==> src/rtl/cube_sum_acc_if.sv <==
`default_nettype none
// ============================================================================
//  Module   : cube_sum_acc_if
//  Brief    : Cube input stream and sum result handshake bundle.
//  Revision : 1.0
// ============================================================================
interface cube_sum_acc_if #(
    parameter int CW = 12,
    parameter int LW = 4,
    parameter int SW = CW + LW
);
    logic          in_valid;
    logic          in_ready;
    logic [CW-1:0] cube_in;
    logic          out_valid;
    logic          out_ready;
    logic [SW-1:0] sum_out;
    logic [LW-1:0] count_out;

    modport master (
        output in_valid, cube_in, out_ready,
        input  in_ready, out_valid, sum_out, count_out
    );

    modport slave (
        input  in_valid, cube_in, out_ready,
        output in_ready, out_valid, sum_out, count_out
    );
endinterface
`default_nettype wire

==> src/rtl/cube_sum_acc.sv <==
`default_nettype none
// ============================================================================
//  Module   : cube_sum_acc
//  Brief    : Accumulates a run of len cube values and hands back their sum.
//  Revision : 1.0
// ============================================================================
module cube_sum_acc #(
    parameter int N  = 4,
    parameter int CW = 3 * N,
    parameter int LW = 4,
    parameter int SW = CW + LW
) (
    input  wire logic          clk,
    input  wire logic          rst_n,
    input  wire logic          start,
    input  wire logic [LW-1:0] len,
    input  wire logic          clear,
    output logic               busy,
    cube_sum_acc_if.slave      bus
);
    typedef enum logic [1:0] {
        S_IDLE  = 2'd0,
        S_ACCUM = 2'd1,
        S_DONE  = 2'd2
    } state_t;

    state_t        r_state, w_state_nxt;
    logic [SW-1:0] r_sum,   w_sum_nxt;
    logic [LW-1:0] r_count, w_count_nxt;
    logic [LW-1:0] r_len,   w_len_nxt;
    logic [LW-1:0] w_count_inc;

    assign w_count_inc = r_count + 1'b1;

    always_ff @(posedge clk or negedge rst_n) begin
        if (!rst_n) begin
            r_state <= S_IDLE;
            r_sum   <= '0;
            r_count <= '0;
            r_len   <= '0;
        end else begin
            r_state <= w_state_nxt;
            r_sum   <= w_sum_nxt;
            r_count <= w_count_nxt;
            r_len   <= w_len_nxt;
        end
    end

    always_comb begin
        w_state_nxt = r_state;
        w_sum_nxt   = r_sum;
        w_count_nxt = r_count;
        w_len_nxt   = r_len;
        if (clear) begin
            w_state_nxt = S_IDLE;
            w_sum_nxt   = '0;
            w_count_nxt = '0;
        end else begin
            case (r_state)
                S_IDLE: begin
                    if (start) begin
                        w_sum_nxt   = '0;
                        w_count_nxt = '0;
                        if (len != '0) begin
                            w_len_nxt   = len;
                            w_state_nxt = S_ACCUM;
                        end else begin
                            w_state_nxt = S_DONE;
                        end
                    end
                end
                S_ACCUM: begin
                    if (bus.in_valid) begin
                        w_sum_nxt   = r_sum + {{(SW-CW){1'b0}}, bus.cube_in};
                        w_count_nxt = w_count_inc;
                        if (w_count_inc == r_len) begin
                            w_state_nxt = S_DONE;
                        end
                    end
                end
                S_DONE: begin
                    if (bus.out_ready) begin
                        w_state_nxt = S_IDLE;
                    end
                end
                default: w_state_nxt = S_IDLE;
            endcase
        end
    end

    // Every output comes straight from a register or a decode of r_state.
    assign bus.in_ready  = (r_state == S_ACCUM);
    assign bus.out_valid = (r_state == S_DONE);
    assign bus.sum_out   = r_sum;
    assign bus.count_out = r_count;
    assign busy          = (r_state != S_IDLE);
endmodule
`default_nettype wire
==> src/flat_wrapper.sv <==
// flat-port wrapper written by rule: the top's interface ports become plain ports
module cube_sum_acc_flat 
#(
    parameter int N  = 4,
    parameter int CW = 3 * N,
    parameter int LW = 4,
    parameter int SW = CW + LW
)
  (clk, rst_n, start, len, clear, busy, bus_in_valid, bus_cube_in, bus_out_ready, bus_in_ready, bus_out_valid, bus_sum_out, bus_count_out);
  cube_sum_acc_if #(.CW(CW), .LW(LW), .SW(SW)) bus_i ();
  input  wire logic clk;
  input  wire logic rst_n;
  input  wire logic start;
  input  wire logic [LW-1:0] len;
  input  wire logic clear;
  output logic busy;
  input wire logic [$bits(bus_i.in_valid)-1:0] bus_in_valid;
  input wire logic [$bits(bus_i.cube_in)-1:0] bus_cube_in;
  input wire logic [$bits(bus_i.out_ready)-1:0] bus_out_ready;
  output wire logic [$bits(bus_i.in_ready)-1:0] bus_in_ready;
  output wire logic [$bits(bus_i.out_valid)-1:0] bus_out_valid;
  output wire logic [$bits(bus_i.sum_out)-1:0] bus_sum_out;
  output wire logic [$bits(bus_i.count_out)-1:0] bus_count_out;
  assign bus_i.in_valid = bus_in_valid;
  assign bus_i.cube_in = bus_cube_in;
  assign bus_i.out_ready = bus_out_ready;
  assign bus_in_ready = bus_i.in_ready;
  assign bus_out_valid = bus_i.out_valid;
  assign bus_sum_out = bus_i.sum_out;
  assign bus_count_out = bus_i.count_out;
  cube_sum_acc #(.N(N), .CW(CW), .LW(LW), .SW(SW)) u_core (.clk(clk), .rst_n(rst_n), .start(start), .len(len), .clear(clear), .busy(busy), .bus(bus_i));
endmodule
==> config.mk <==
export PLATFORM = sky130hd
export DESIGN_NAME = cube_sum_acc_flat
export DESIGN_NICKNAME = d
export VERILOG_FILES = /design/src/rtl/cube_sum_acc_if.sv /design/src/rtl/cube_sum_acc.sv /design/src/flat_wrapper.sv
export SDC_FILE = /design/constraint.sdc
export NUM_CORES = 1
export LEC_CHECK = 0
export BUFFER_PORTS_ARGS = -buffer_cell sky130_fd_sc_hd__buf_4
export CORE_MARGIN = 1.5
export CORE_UTILIZATION = 30
export CTS_CLUSTER_DIAMETER = 150
export DETAILED_ROUTE_END_ITERATION = 8
export GPL_TIMING_DRIVEN = 0
export HOLD_SLACK_MARGIN = 0.12
export SYNTH_ARGS = -nofsm -noshare
export SYNTH_HDL_FRONTEND = slang
export SYNTH_SLANG_ARGS = --single-unit
==> constraint.sdc <==
create_clock -name clk -period 2.2 [get_ports clk]
set_clock_uncertainty 0.2 [all_clocks]
set_input_delay 0.11 -clock clk [delete_from_list [all_inputs] [get_ports clk]]
set_output_delay 0.11 -clock clk [all_outputs]
set_load 0.05 [all_outputs]
# Word-level counts from Yosys, hierarchy flattened
# Cells that the tools add are included.
# totals
regBits,26
latchBits,0
ramBits,0
mem_bits_ro,0
inputBits,22
output_inout_bits,23
wordCells,36
n_memories,0
# op_classes
addsub,2
multipliers,0
n_div,0
magnitude_cmp,0
n_eq_ne,7
n_shift,0
n_mux,15
n_bitwise,1
reduce_logical,7
# op_table
operator,n
2-to-1 mux 16 bit,3
one-hot mux 16 bit (2 select lines),1
adder 16 x 12 -> 16 bit,1
2-to-1 mux 2 bit,6
2-to-1 mux 4 bit,3
"inequality test 3 bit, second input constant",3
one-hot mux 4 bit (2 select lines),1
AND reduction 4 bit,2
one-hot mux 2 bit (3 select lines),1
"adder 4 x 1 -> 4 bit, second input constant",1
== test 4 bit,1
nonzero test 4 bit,1
"inequality test 3 x 2 -> 1 bit, second input constant",1
AND reduction 3 bit,1
nonzero test 3 bit,1
"== test 2 x 1 -> 1 bit, second input constant",1
"== test 2 bit, second input constant",1
logical NOT 2 bit,1
nonzero test 2 bit,1
inverter 1 bit,1

# Logic depth before layout (Yosys ltp)
# Gate-level depths: netlist of the first run.
# logic_depth
word_depth,6
ltp_mapped,9

# Worst setup path before layout of the first run
# Ideal clock, no wire load.
# synth_timing
path_type,reg2reg
from,reg u_core.r_sum[0] (netlist: u_core.bus.sum_out[0])
to,reg u_core.r_sum[14] (netlist: u_core.bus.sum_out[14])
arrival_time_ns,2.428
required_time_ns,1.876
path_slack_ns,-0.552
stages_incl_launch_ff,10
cell_sequence,dfrtp_1 > ha_1 > inv_1 > fa_1 > nand2b_1 > a21oi_1 > o211ai_1 > a21bo_1 > o211a_1 > a211o_1
# synth_between
elab_chain_len,4
# synth_lines
item,line_no,source
start: declaration,cube_sum_acc.sv:28,"logic [SW-1:0] r_sum, w_sum_nxt;"
start signal: assignment,cube_sum_acc.sv:43,r_sum <= w_sum_nxt;
adder 16 x 12 -> 16 bit,cube_sum_acc.sv:74,"w_sum_nxt = r_sum + {{(SW-CW){1'b0}}, bus.cube_in};"
2-to-1 mux 16 bit,cube_sum_acc.sv:73,if (bus.in_valid) begin
one-hot mux 16 bit (2 select lines),cube_sum_acc.sv:59,case (r_state)
2-to-1 mux 16 bit,cube_sum_acc.sv:54,if (clear) begin
# Every way passes these cells. The select of a mux whose other input is x is not followed.
# A chain may end at the register's enable or synchronous reset.

# Worst setup path in the final report of the first run
# Ends and elaborated chain as after synthesis.

==> results of run 1 <==
==> stage by stage <==
step	worst slack (ns)	area [sq um]
finish	-0.1151	2719
global route	-0.2047	2719
CTS	-0.09789	2675
detailed placement	-0.1914	2283
global placement	-0.1726	2283
floorplan	-0.2408	1863
==> per-layer routing <==
| layer | routed length [um] | share of wire [%] |
|---|---|---|
| met1 | 2112 | 45 |
| met2 | 2328 | 50 |
| met3 | 191 | 4.1 |
| met4 | 55 | 1.2 |
| met5 | 0 | 0 |
==> flip-flops by register name, summed over array words and instances, names as in the netlist <==
| name | cells |
|---|---|
| u_core.r_state | 2 |
| u_core.bus.count_out | 4 |
| u_core.bus.sum_out | 16 |
| u_core.r_len | 4 |
==> layout make-up <==
type	instances	area share [%]
clock buffer	3	1.519
multi-input combinational	145	43.90
tap	72	3.313
sequential	26	24.48
clock inverter	1	1.104
timing repair buffer	81	24.30
buffer	5	0.6903
inverter	5	0.6903
==> cells by family (layout without fill, tap and decap cells) <==
| family | Yosys count | count (layout) | synth area share, % |
|---|---|---|---|
| fa+ha+maj | 14 | 14 | 10.76 |
| simple gates | 55 | 55 | 15.48 |
| flops | 26 | 26 | 38.32 |
| xor+xnor | 14 | 14 | 7.222 |
| mux | 4 | 4 | 2.653 |
| compound gates | 58 | 58 | 23.36 |
| buf+inv | 10 | 95 | 2.211 |
==> critical path, cell delays in order, from the launching register on <==
cell and delay [ns]:
dfrtp_2 0.40, ha_4 0.14, inv_2 0.03, fa_2 0.34, nand2b_4 0.16, a21oi_4 0.13
o211ai_1 0.15, a21bo_1 0.23, o211a_1 0.21, a211o_1 0.22
==> worst paths after layout <==
| kind | start | endpoint | slack, ns |
|---|---|---|---|
| setup / recovery | u_core.bus.sum_out[0] | u_core.bus.sum_out[14] | -0.12 |
| hold / removal | bus_cube_in[1] | u_core.bus.sum_out[1] | 0.13 |
| setup reg to reg | u_core.bus.sum_out[0] | u_core.bus.sum_out[14] | -0.12 |
| hold reg to reg | u_core.r_len[2] | u_core.r_len[2] | 0.35 |
| max in group asynchronous | rst_n | u_core.bus.sum_out[6] | 0.92 |
| min in group asynchronous | rst_n | u_core.r_len[3] | 0.70 |
==> power breakdown <==
| part | total, W | internal [W] | switching, W |
|---|---|---|---|
| sequential | 0.000549 | 0.000515 | 0.0000337 |
| clock | 0.000410 | 0.000244 | 0.000166 |
| combinational | 0.000455 | 0.000217 | 0.000239 |
| total | 0.00141 | 0.000976 | 0.000439 |
==> cells in the mapped netlist <==
cell	n	area [sq um]
nand2b_1	4	25.02
clkbuf_1	5	18.77
o21ai_1	8	40.04
nand4_1	1	6.260
a21o_1	4	30.03
o21bai_1	3	22.52
or4_1	1	7.510
nor2_2	2	12.51
fa_1	1	20.02
nor4_1	3	18.77
o211a_1	2	20.02
o2bb2ai_1	1	8.760
a2111oi_4	1	27.53
nand2_1	23	86.33
o2111ai_1	1	8.760
a21bo_1	1	10.01
nor3_2	1	10.01
o21ai_2	1	8.760
nor3_1	2	10.01
inv_1	5	18.77
o21a_1	1	7.510
o21ai_0	12	60.06
a211o_1	2	17.52
mux2_2	4	45.04
xnor2_1	8	70.07
a21oi_1	11	55.05
o31ai_1	1	7.510
nor2b_1	3	18.77
nor2_1	9	33.78
dfrtp_1	26	650.6
o211ai_1	5	37.54
and3_1	2	12.51
a22o_1	3	26.28
xor2_1	6	52.55
or2_2	1	6.260
a2111oi_0	1	8.760
nand3_1	3	15.01
ha_1	13	162.7
==> what timing repair did <==
| action | 4_1_cts | 5_1_grt |
|---|---|---|
| resized for setup | 2 | 7 |
| hold buffers | 17 | 0 |
| cloned | 0 | 0 |
| setup buffers | 17 | 3 |
| hold endpoints to repair | 39 | 0 |
| endpoints found under the setup margin | 4 | 11 |
| pin swaps | 11 | 11 |
==> results by group, run 1 <==
Outcome
  – Status: finished with violations
  – Failing checks: setup timing

Route
  – WL final: 4686 um
  – WL per Instance: 13.86 um
  – Residual DRC: 0
  – Post-DRT Antenna Nets: 0
  – DR iter-0 viols: 43
  – Vias per Instance: 4.923
  – Drt pass-1 iters: 4
  – Via Count: 1664

Timing
  – WHS: 0.1321 ns
  – Setup ws final: -0.1151 ns
  – Fmax: 431.9 MHz
  – RSZ-0062 raised after global routing: true
  – Crit path time final: 2.315 ns
  – Final clock period utilization by the worst path: 105.2%
  – Relative slew slack: 62.57%
  – Worst Max-Slew Pin Slew: 0.5615 ns
  – Final Hold Fails: 0
  – Pins over their slew limit: 0
  – Final TNS setup: -0.3008 ns
  – Final setup viols: 5

Global route
  – Met3 Use GR: 2.209%
  – Global routing met1 resource utilization: 20.88%
  – Vias in the first global route: 1619
  – GRT Max-Usage Layer: met2
  – Global routing usage on met2: 27.30%
  – Initial antenna violation count: 0
  – Grt ovf: 0
  – First-pass GRT wire length: 7693 um
  – Gr usage total: 15.91%
  – Largest net degree at the start of global routing: 27

Worst setup path
  – Crit end category: register
  – Required @ worst endpoint: 2.16 ns
  – R2R depth: 9
  – Worst Setup Start Kind: register
  – Worst Path Max Fanout: 3
  – CP Class: reg2reg
  – CP Data Arrival Time: 2.28 ns

Min path
  – Hold WC Path Type: in2reg
  – Hold path depth: 4

Die
  – FP Rows: 27
  – Core Box Area: 5473 sq um
  – Full die area: 6120 sq um
  – Die Height: 78.23 um
  – Initial Utilization: 31.02%
  – IO Count: 45
  – Die Wd: 78.23 um

Final layout
  – Share of cells above drive strength 1: 42.11%
  – Most common cell after layout, fill and taps aside: buf_4
  – Final core utilization: 49.68%
  – Nets: 303
  – Register area: 665.6 sq um
  – Area delta synth->final: 60.13%
  – Highest-count cells in the layout ignoring fill and taps: buf_4, nand2_1, dlygate4sd3_1
  – Ant. Diodes: 0
  – Final Non-Filler Cells: 338
  – Area of the multi-input gates: 1194 sq um
  – Fill cells: 527

Pwr
  – Pwr Total: 0.001414 W
  – Pwr Density: 520.1 nW/um^2
  – Peak VDD IR: 0.0003832 V
  – Lkg Pwr: 1.221 nW

Yosys
  – Distinct cell type count after synthesis: 38
  – Yosys Warn Count: 0
  – Synthesized area: 1698 sq um
  – Syn avg cell area: 9.381 sq um
  – Post-synthesis register bit count: 26
  – Sequential area share after synthesis: 38.32%
  – Syn Inst Count: 181
  – Post-Syn Nets: 217

Clocking
  – Worst-path clk slew: 0.10 ns
  – CTS sink cnt: 26
  – Maximum clock insertion buffer count: 2
  – H-tree depth: 1
  – Clk_lat worst skew: 0.28 ns
  – TritonCTS clock tree: built
  – Root buffer cell: clkbuf_8
  – Total CTS buffers: 3

Place
  – Final HPWL DP: 3126 um
  – Placer Congestion: 0.7250
  – Port bufs: 44
  – Placed insts: 297

Run
  – Max Cap Viol: 0
Power figures use the tool's default switching activity.
==> inputs of run 2 (changes only) <==
Settings changed: BUFFER_PORTS_ARGS -buffer_cell sky130_fd_sc_hd__buf_4 to unset, DONT_BUFFER_PORTS set to 1.
==> run 2 against run 1 <==
The flow finishes with violations (hold timing, setup timing). Clock power is 21% lower. Critical path depth unchanged. Wire length decreased by 5.5%. Power fell by 9.5%. Combinational power decreased by 20%. Cell area decreased by 9.8%.
==> results by group, run 2 (synthesis gave the netlist of run 1 again) <==
Timing
  – RSZ-0062 raised after global routing: true
  – Fmax: 392.2 MHz (-9.2%)
  – Worst Max-Slew Pin Slew: 0.9864 ns (+0.4249 ns)
  – Final Hold Fails: 1 (+1)
  – Final setup viols: 9 (+4)
  – Final clock period utilization by the worst path: 115.9% (+11 points)
  – Setup ws final: -0.3499 ns (-0.2348 ns)
  – WHS: -0.006961 ns (-0.1390 ns)
  – Pins over their slew limit: 0 (unchanged)
  – Relative slew slack: 34.11% (-28 points)
  – Crit path time final: 2.550 ns (+0.2348 ns)

Worst setup path
  – R2R depth: 9 (unchanged)
  – Setup slack, reg-to-reg: -0.35 ns (-0.23 ns)
  – Crit end category: register
  – Worst Setup Start Kind: register
  – Worst r2r dst: u_core.bus.sum_out[14]
  – Required @ worst endpoint: 2.17 ns (about the same)
  – Worst Path Max Fanout: 3 (unchanged)
  – Cells along the critical path: ha_4 -> inv_2 -> fa_2 -> nand2b_4 -> a21oi_4 -> o211ai_1 -> a21bo_1 -> o211a_1 -> a211o_1
  – Worst path max stage delay: 0.56 ns (+0.16 ns)
  – CP Class: reg2reg
  – Critical R2R Launch: u_core.bus.sum_out[0]
  – Slowest CP cell: dfrtp_2
  – CP Data Arrival Time: 2.52 ns (+0.24 ns)

Clocking
  – Clk_lat worst skew: 0.28 ns (about the same)
  – Worst-path clk slew: 0.09 ns (about the same)
  – CTS sink cnt: 26 (unchanged)
  – Maximum clock insertion buffer count: 2 (unchanged)
  – TritonCTS clock tree: built
  – Root buffer cell: clkbuf_8
  – Total CTS buffers: 3 (unchanged)
  – H-tree depth: 1 (unchanged)

Die
  – IO Count: 45 (unchanged)
  – FP Rows: 27 (unchanged)
  – Core Box Area: 5473 sq um (unchanged)
  – Die Height: 78.23 um (unchanged)
  – Full die area: 6120 sq um (unchanged)
  – Die Wd: 78.23 um (unchanged)
  – Initial Utilization: 31.02% (unchanged)

Pwr
  – Peak VDD IR: 0.0002087 V (-46%)
  – Lkg Pwr: 1.005 nW (-18%)
  – Pwr Density: 522.1 nW/um^2 (+0.38%)

Min path
  – Hold EP: u_core.bus.sum_out[1]
  – Hold path depth: 3 (-1)
  – Hold WC Path Type: in2reg
  – Hold path start: bus_cube_in[1]

Route
  – WL final: 4430 um (-5.5%)
  – Via Count: 1488 (-11%)
  – Vias per Instance: 5.096 (+3.5%)
  – WL per Instance: 15.17 um (+9.4%)
  – Post-DRT Antenna Nets: 0 (unchanged)
  – DR iter-0 viols: 31 (-28%)
  – Drt pass-1 iters: 4 (unchanged)
  – Residual DRC: 0 (unchanged)

Outcome
  – Status: finished with violations
  – Failing checks: hold timing, setup timing

Run
  – Max Cap Viol: 0 (unchanged)

Final layout
  – Ant. Diodes: 0 (unchanged)
  – Area delta synth->final: 44.36%
  – Highest-count cells in the layout ignoring fill and taps: nand2_1, dlygate4sd3_1, dfrtp_2
  – Max reg flops: 16 (unchanged)
  – Final core utilization: 44.79% (-4.9 points)
  – Share of cells above drive strength 1: 31.36% (-11 points)
  – Most common cell after layout, fill and taps aside: nand2_1
  – Nets: 257 (-15%)

Global route
  – Grt ovf: 0 (unchanged)
  – Vias in the first global route: 1567 (-3.2%)
  – Gr usage total: 15.17% (-0.73 points)
  – Initial antenna violation count: 0 (unchanged)
  – First-pass GRT wire length: 7314 um (-4.9%)
  – Largest net degree at the start of global routing: 27 (unchanged)

Place
  – Placer Congestion: 0.7964 (+9.8%)
  – Final HPWL DP: 2975 um (-4.8%)
  – Port bufs: 0 (-100%)
  – Pre-CTS setup slack: -0.4112 ns (-0.2198 ns)
[run 2: cell types whose count changed in the layout (fill, tap and decap cells not counted), sizes merged]
cell / delta
dlymetal6s4s: +1
dlygate4sd3: +5
clkbuf: +1
buf: -52
bufinv: -1
[run 2: per-stage QoR]
step	std cells	hold WS, ns	TNS (ns)	instance area (sq um)	total power [W]
2_1_floorplan	181	-0.3856	-0.3083	1863	0.0008222
3_3_place_gp	253	-0.3851	-1.504	1953	0.0008679
3_5_place_dp	253	-0.3851	-1.627	1953	0.0008726
4_1_cts	290	-0.1725	-3.205	2384	0.001277
5_1_grt	292	0.05576	-2.172	2451	0.001349
6_report	292	-0.006961	-1.399	2451	0.001280
[run 2: per-layer routing]
| layer | up-vias | GRT usage [%] | wire length (um) |
|---|---|---|---|
| li1 | 735 | - | - |
| met1 | 716 | 18.10 | 1930 |
| met2 | 31 | 26.00 | 2157 |
| met3 | 6 | 4.419 | 280 |
| met4 | 0 | 5.179 | 61 |
| met5 | - | 0 | 0 |
[run 2: worst max-delay path: cells and delay by family, from the launching register on]
| family | cells | cell delay [ns] |
|---|---|---|
| AOI/OAI and AO/OA | 5 | 0.97 |
| adders and majority gates | 2 | 0.52 |
| buffers and inverters | 1 | 0.03 |
| DFF | 1 | 0.56 |
| and+or+nand+nor | 1 | 0.16 |
[run 2: cell type report]
cell class | count | area, sq um
inverters | 5 | 18.77
well taps | 72 | 90.09
flip-flops and latches | 26 | 670.6
multi-input cells | 145 | 1249
repair buffers | 35 | 349.1
clock buffers | 4 | 55.05
fillers | 536 | 3022
plain buffers | 5 | 18.77
[run 2: power breakdown]
group / total (W) / internal, W / switching [W] / leakage [nW]
Clock: 0.000323 / 0.000160 / 0.000162 / 0.0288
Combinational: 0.000362 / 0.000177 / 0.000184 / 0.648
Sequential: 0.000595 / 0.000515 / 0.0000799 / 0.328
[run 2: repair_timing]
action                                  CTS  global route
setup buffers                            10             1
hold endpoints to repair                 46             4
pin swaps                                20             5
endpoints found under the setup margin   11            23
resized for setup                        11            10
hold buffers                             23             1
[run 2: how the worst max path moves through the flow]
stage | startpoint | end | slack (ns) | cells past startpoint
after floorplan | u_core.bus.sum_out[0] | u_core.bus.sum_out[14] | -0.24 | 9
after global placement | u_core.bus.sum_out[0] | u_core.bus.sum_out[14] | -0.39 | 9
after detailed placement | u_core.bus.sum_out[0] | u_core.bus.sum_out[14] | -0.41 | 9
after CTS | u_core.bus.sum_out[0] | u_core.bus.sum_out[14] | -0.36 | 9
after global routing | u_core.bus.sum_out[0] | u_core.bus.sum_out[14] | -0.44 | 9
final | u_core.bus.sum_out[0] | u_core.bus.sum_out[14] | -0.35 | 9
==> inputs of run 3 (changes only) <==
Settings changed: MAX_ROUTING_LAYER set to met4.
==> run 3 against run 2 <==
The run still ends with hold timing, setup timing left. Sequential power about the same. Register-to-register slack is essentially flat. Clock power about the same. Combinational power about the same. Critical path type unchanged. Worst hold slack barely moved. Largest cell class unchanged.
==> results by group, run 3 (synthesis gave the netlist of run 1 again) <==
Final layout
  – Area delta synth->final: 44.36% (unchanged)
  – Nets: 257 (unchanged)
  – Highest-count cells in the layout ignoring fill and taps: nand2_1, dlygate4sd3_1, dfrtp_2
  – Most common cell after layout, fill and taps aside: nand2_1
  – Share of cells above drive strength 1: 31.36% (unchanged)
  – Ant. Diodes: 0 (unchanged)
  – Final core utilization: 44.79% (unchanged)
  – Finished Cell Area: 2451 sq um (unchanged)
  – Max reg flops: 16 (unchanged)

Die
  – Core Box Area: 5473 sq um (unchanged)
  – Initial Utilization: 31.02% (unchanged)
  – Die Wd: 78.23 um (unchanged)
  – IO Count: 45 (unchanged)
  – Full die area: 6120 sq um (unchanged)
  – Die Height: 78.23 um (unchanged)
  – FP Rows: 27 (unchanged)

Clocking
  – Worst-path clk slew: 0.09 ns (about the same)
  – TritonCTS clock tree: built
  – CTS sink cnt: 26 (unchanged)
  – Clk_lat worst skew: 0.27 ns (about the same)
  – H-tree depth: 1 (unchanged)
  – Maximum clock insertion buffer count: 2 (unchanged)
  – Root buffer cell: clkbuf_8
  – Total CTS buffers: 3 (unchanged)

Route
  – DR iter-0 viols: 37 (+19%)
  – Vias per Instance: 5.103 (+0.13%)
  – Drt pass-1 iters: 4 (unchanged)
  – WL per Instance: 15.12 um (-0.36%)
  – Via Count: 1490 (+0.13%)
  – Post-DRT Antenna Nets: 0 (unchanged)
  – WL final: 4414 um (-0.36%)
  – Residual DRC: 0 (unchanged)

Place
  – Placer Congestion: 0.8078 (+1.4%)
  – Dpl cell area: 1953 sq um (unchanged)
  – Final HPWL DP: 2975 um (unchanged)
  – Port bufs: 0 (unchanged)

Timing
  – Final Hold Fails: 1 (unchanged)
  – Fmax: 392.1 MHz (about the same)
  – Worst Max-Slew Pin Slew: 0.9864 ns (unchanged)
  – Final setup viols: 9 (unchanged)
  – Final TNS setup: -1.405 ns (-0.005560 ns)
  – Final clock period utilization by the worst path: 115.9% (about the same)
  – Relative slew slack: 34.11% (unchanged)
  – Setup ws final: -0.3504 ns (-0.0004680 ns)
  – RSZ-0062 raised after global routing: true
  – WHS: -0.006904 ns (+0.00005696 ns)
  – Pins over their slew limit: 0 (unchanged)
  – Crit path time final: 2.550 ns (+0.0004680 ns)

Worst setup path
  – CP Data Arrival Time: 2.52 ns (about the same)
  – Worst Setup Start Kind: register
  – Required @ worst endpoint: 2.17 ns (about the same)
  – Crit end category: register
  – Setup slack, reg-to-reg: -0.35 ns (about the same)
  – Worst Path Max Fanout: 3 (unchanged)
  – CP Class: reg2reg

Pwr
  – Peak VDD IR: 0.0002086 V (about the same)
  – Pwr Density: 521.6 nW/um^2 (about the same)
  – Lkg Pwr: 1.005 nW (unchanged)

Global route
  – First-pass GRT wire length: 7314 um (unchanged)
  – Initial antenna violation count: 0 (unchanged)
  – Grt ovf: 0 (unchanged)
  – Vias in the first global route: 1565 (-0.13%)
  – Largest net degree at the start of global routing: 27 (unchanged)
  – Gr usage total: 15.59% (+0.42 points)

Min path
  – Hold WC Path Type: in2reg

Outcome
  – Status: finished with violations
  – Failing checks: hold timing, setup timing

Run
  – Max Cap Viol: 0 (unchanged)
## run 3: cell counts in the layout (fill, tap and decap cells not counted)
No cell type changed its count.
## run 3: layout make-up
type                       instances  area, sq um
multi-input combinational        145         1249
sequential                        26        670.6
buffer                             5        18.77
tap                               72        90.09
clock buffer                       4        55.05
fill                             536         3022
inverter                           5        18.77
timing repair buffer              35        349.1
## run 3: power by group
group | total [W] | internal, W | switching (W)
logic | 0.000361 | 0.000177 | 0.000184
clock network | 0.000322 | 0.000160 | 0.000162
registers | 0.000595 | 0.000515 | 0.0000796
total | 0.00128 | 0.000853 | 0.000425
## run 3: metal layers
layer	part of all wire (%)	track usage (%)
met4	1.4	5.179
met1	44	18.39
met3	6.1	3.953
met2	49	26.00
met5	0	-
## run 3: repair_timing
action,in CTS,in global routing
hold endpoints to repair,46,4
setup buffers,10,1
gates resized for setup,11,10
pin swaps,20,5
hold buffers,23,1
setup endpoints to repair,11,23
## run 3: critical path, stage by stage (launching register included)
cell and delay [ns]:
dfrtp_2 0.56, ha_4 0.19, inv_2 0.03, fa_2 0.33, nand2b_4 0.16, a21oi_4 0.13, o211ai_1 0.14, a21bo_1 0.25
o211a_1 0.23, a211o_1 0.22
## run 3: path summary, 6_finish.rpt
| path | start | end | depth (start not counted) |
|---|---|---|---|
| max | u_core.bus.sum_out[0] | u_core.bus.sum_out[14] | 9 |
| min | bus_cube_in[1] | u_core.bus.sum_out[1] | 3 |
| max reg2reg | u_core.bus.sum_out[0] | u_core.bus.sum_out[14] | 9 |
| min reg2reg | u_core.r_len[1] | u_core.r_len[1] | 1 |
| max in group asynchronous | rst_n | u_core.bus.sum_out[1] | 3 |
| min in group asynchronous | rst_n | u_core.r_len[1] | 3 |
## run 3: through the flow
stage	std cells	worst slack, ns	total power [W]
after floorplan	181	-0.2408	0.0008222
after global routing	292	-0.4360	0.001349
final	292	-0.3504	0.001279
after global placement	253	-0.3912	0.0008679
after detailed placement	253	-0.4112	0.0008726
after CTS	290	-0.3629	0.001277
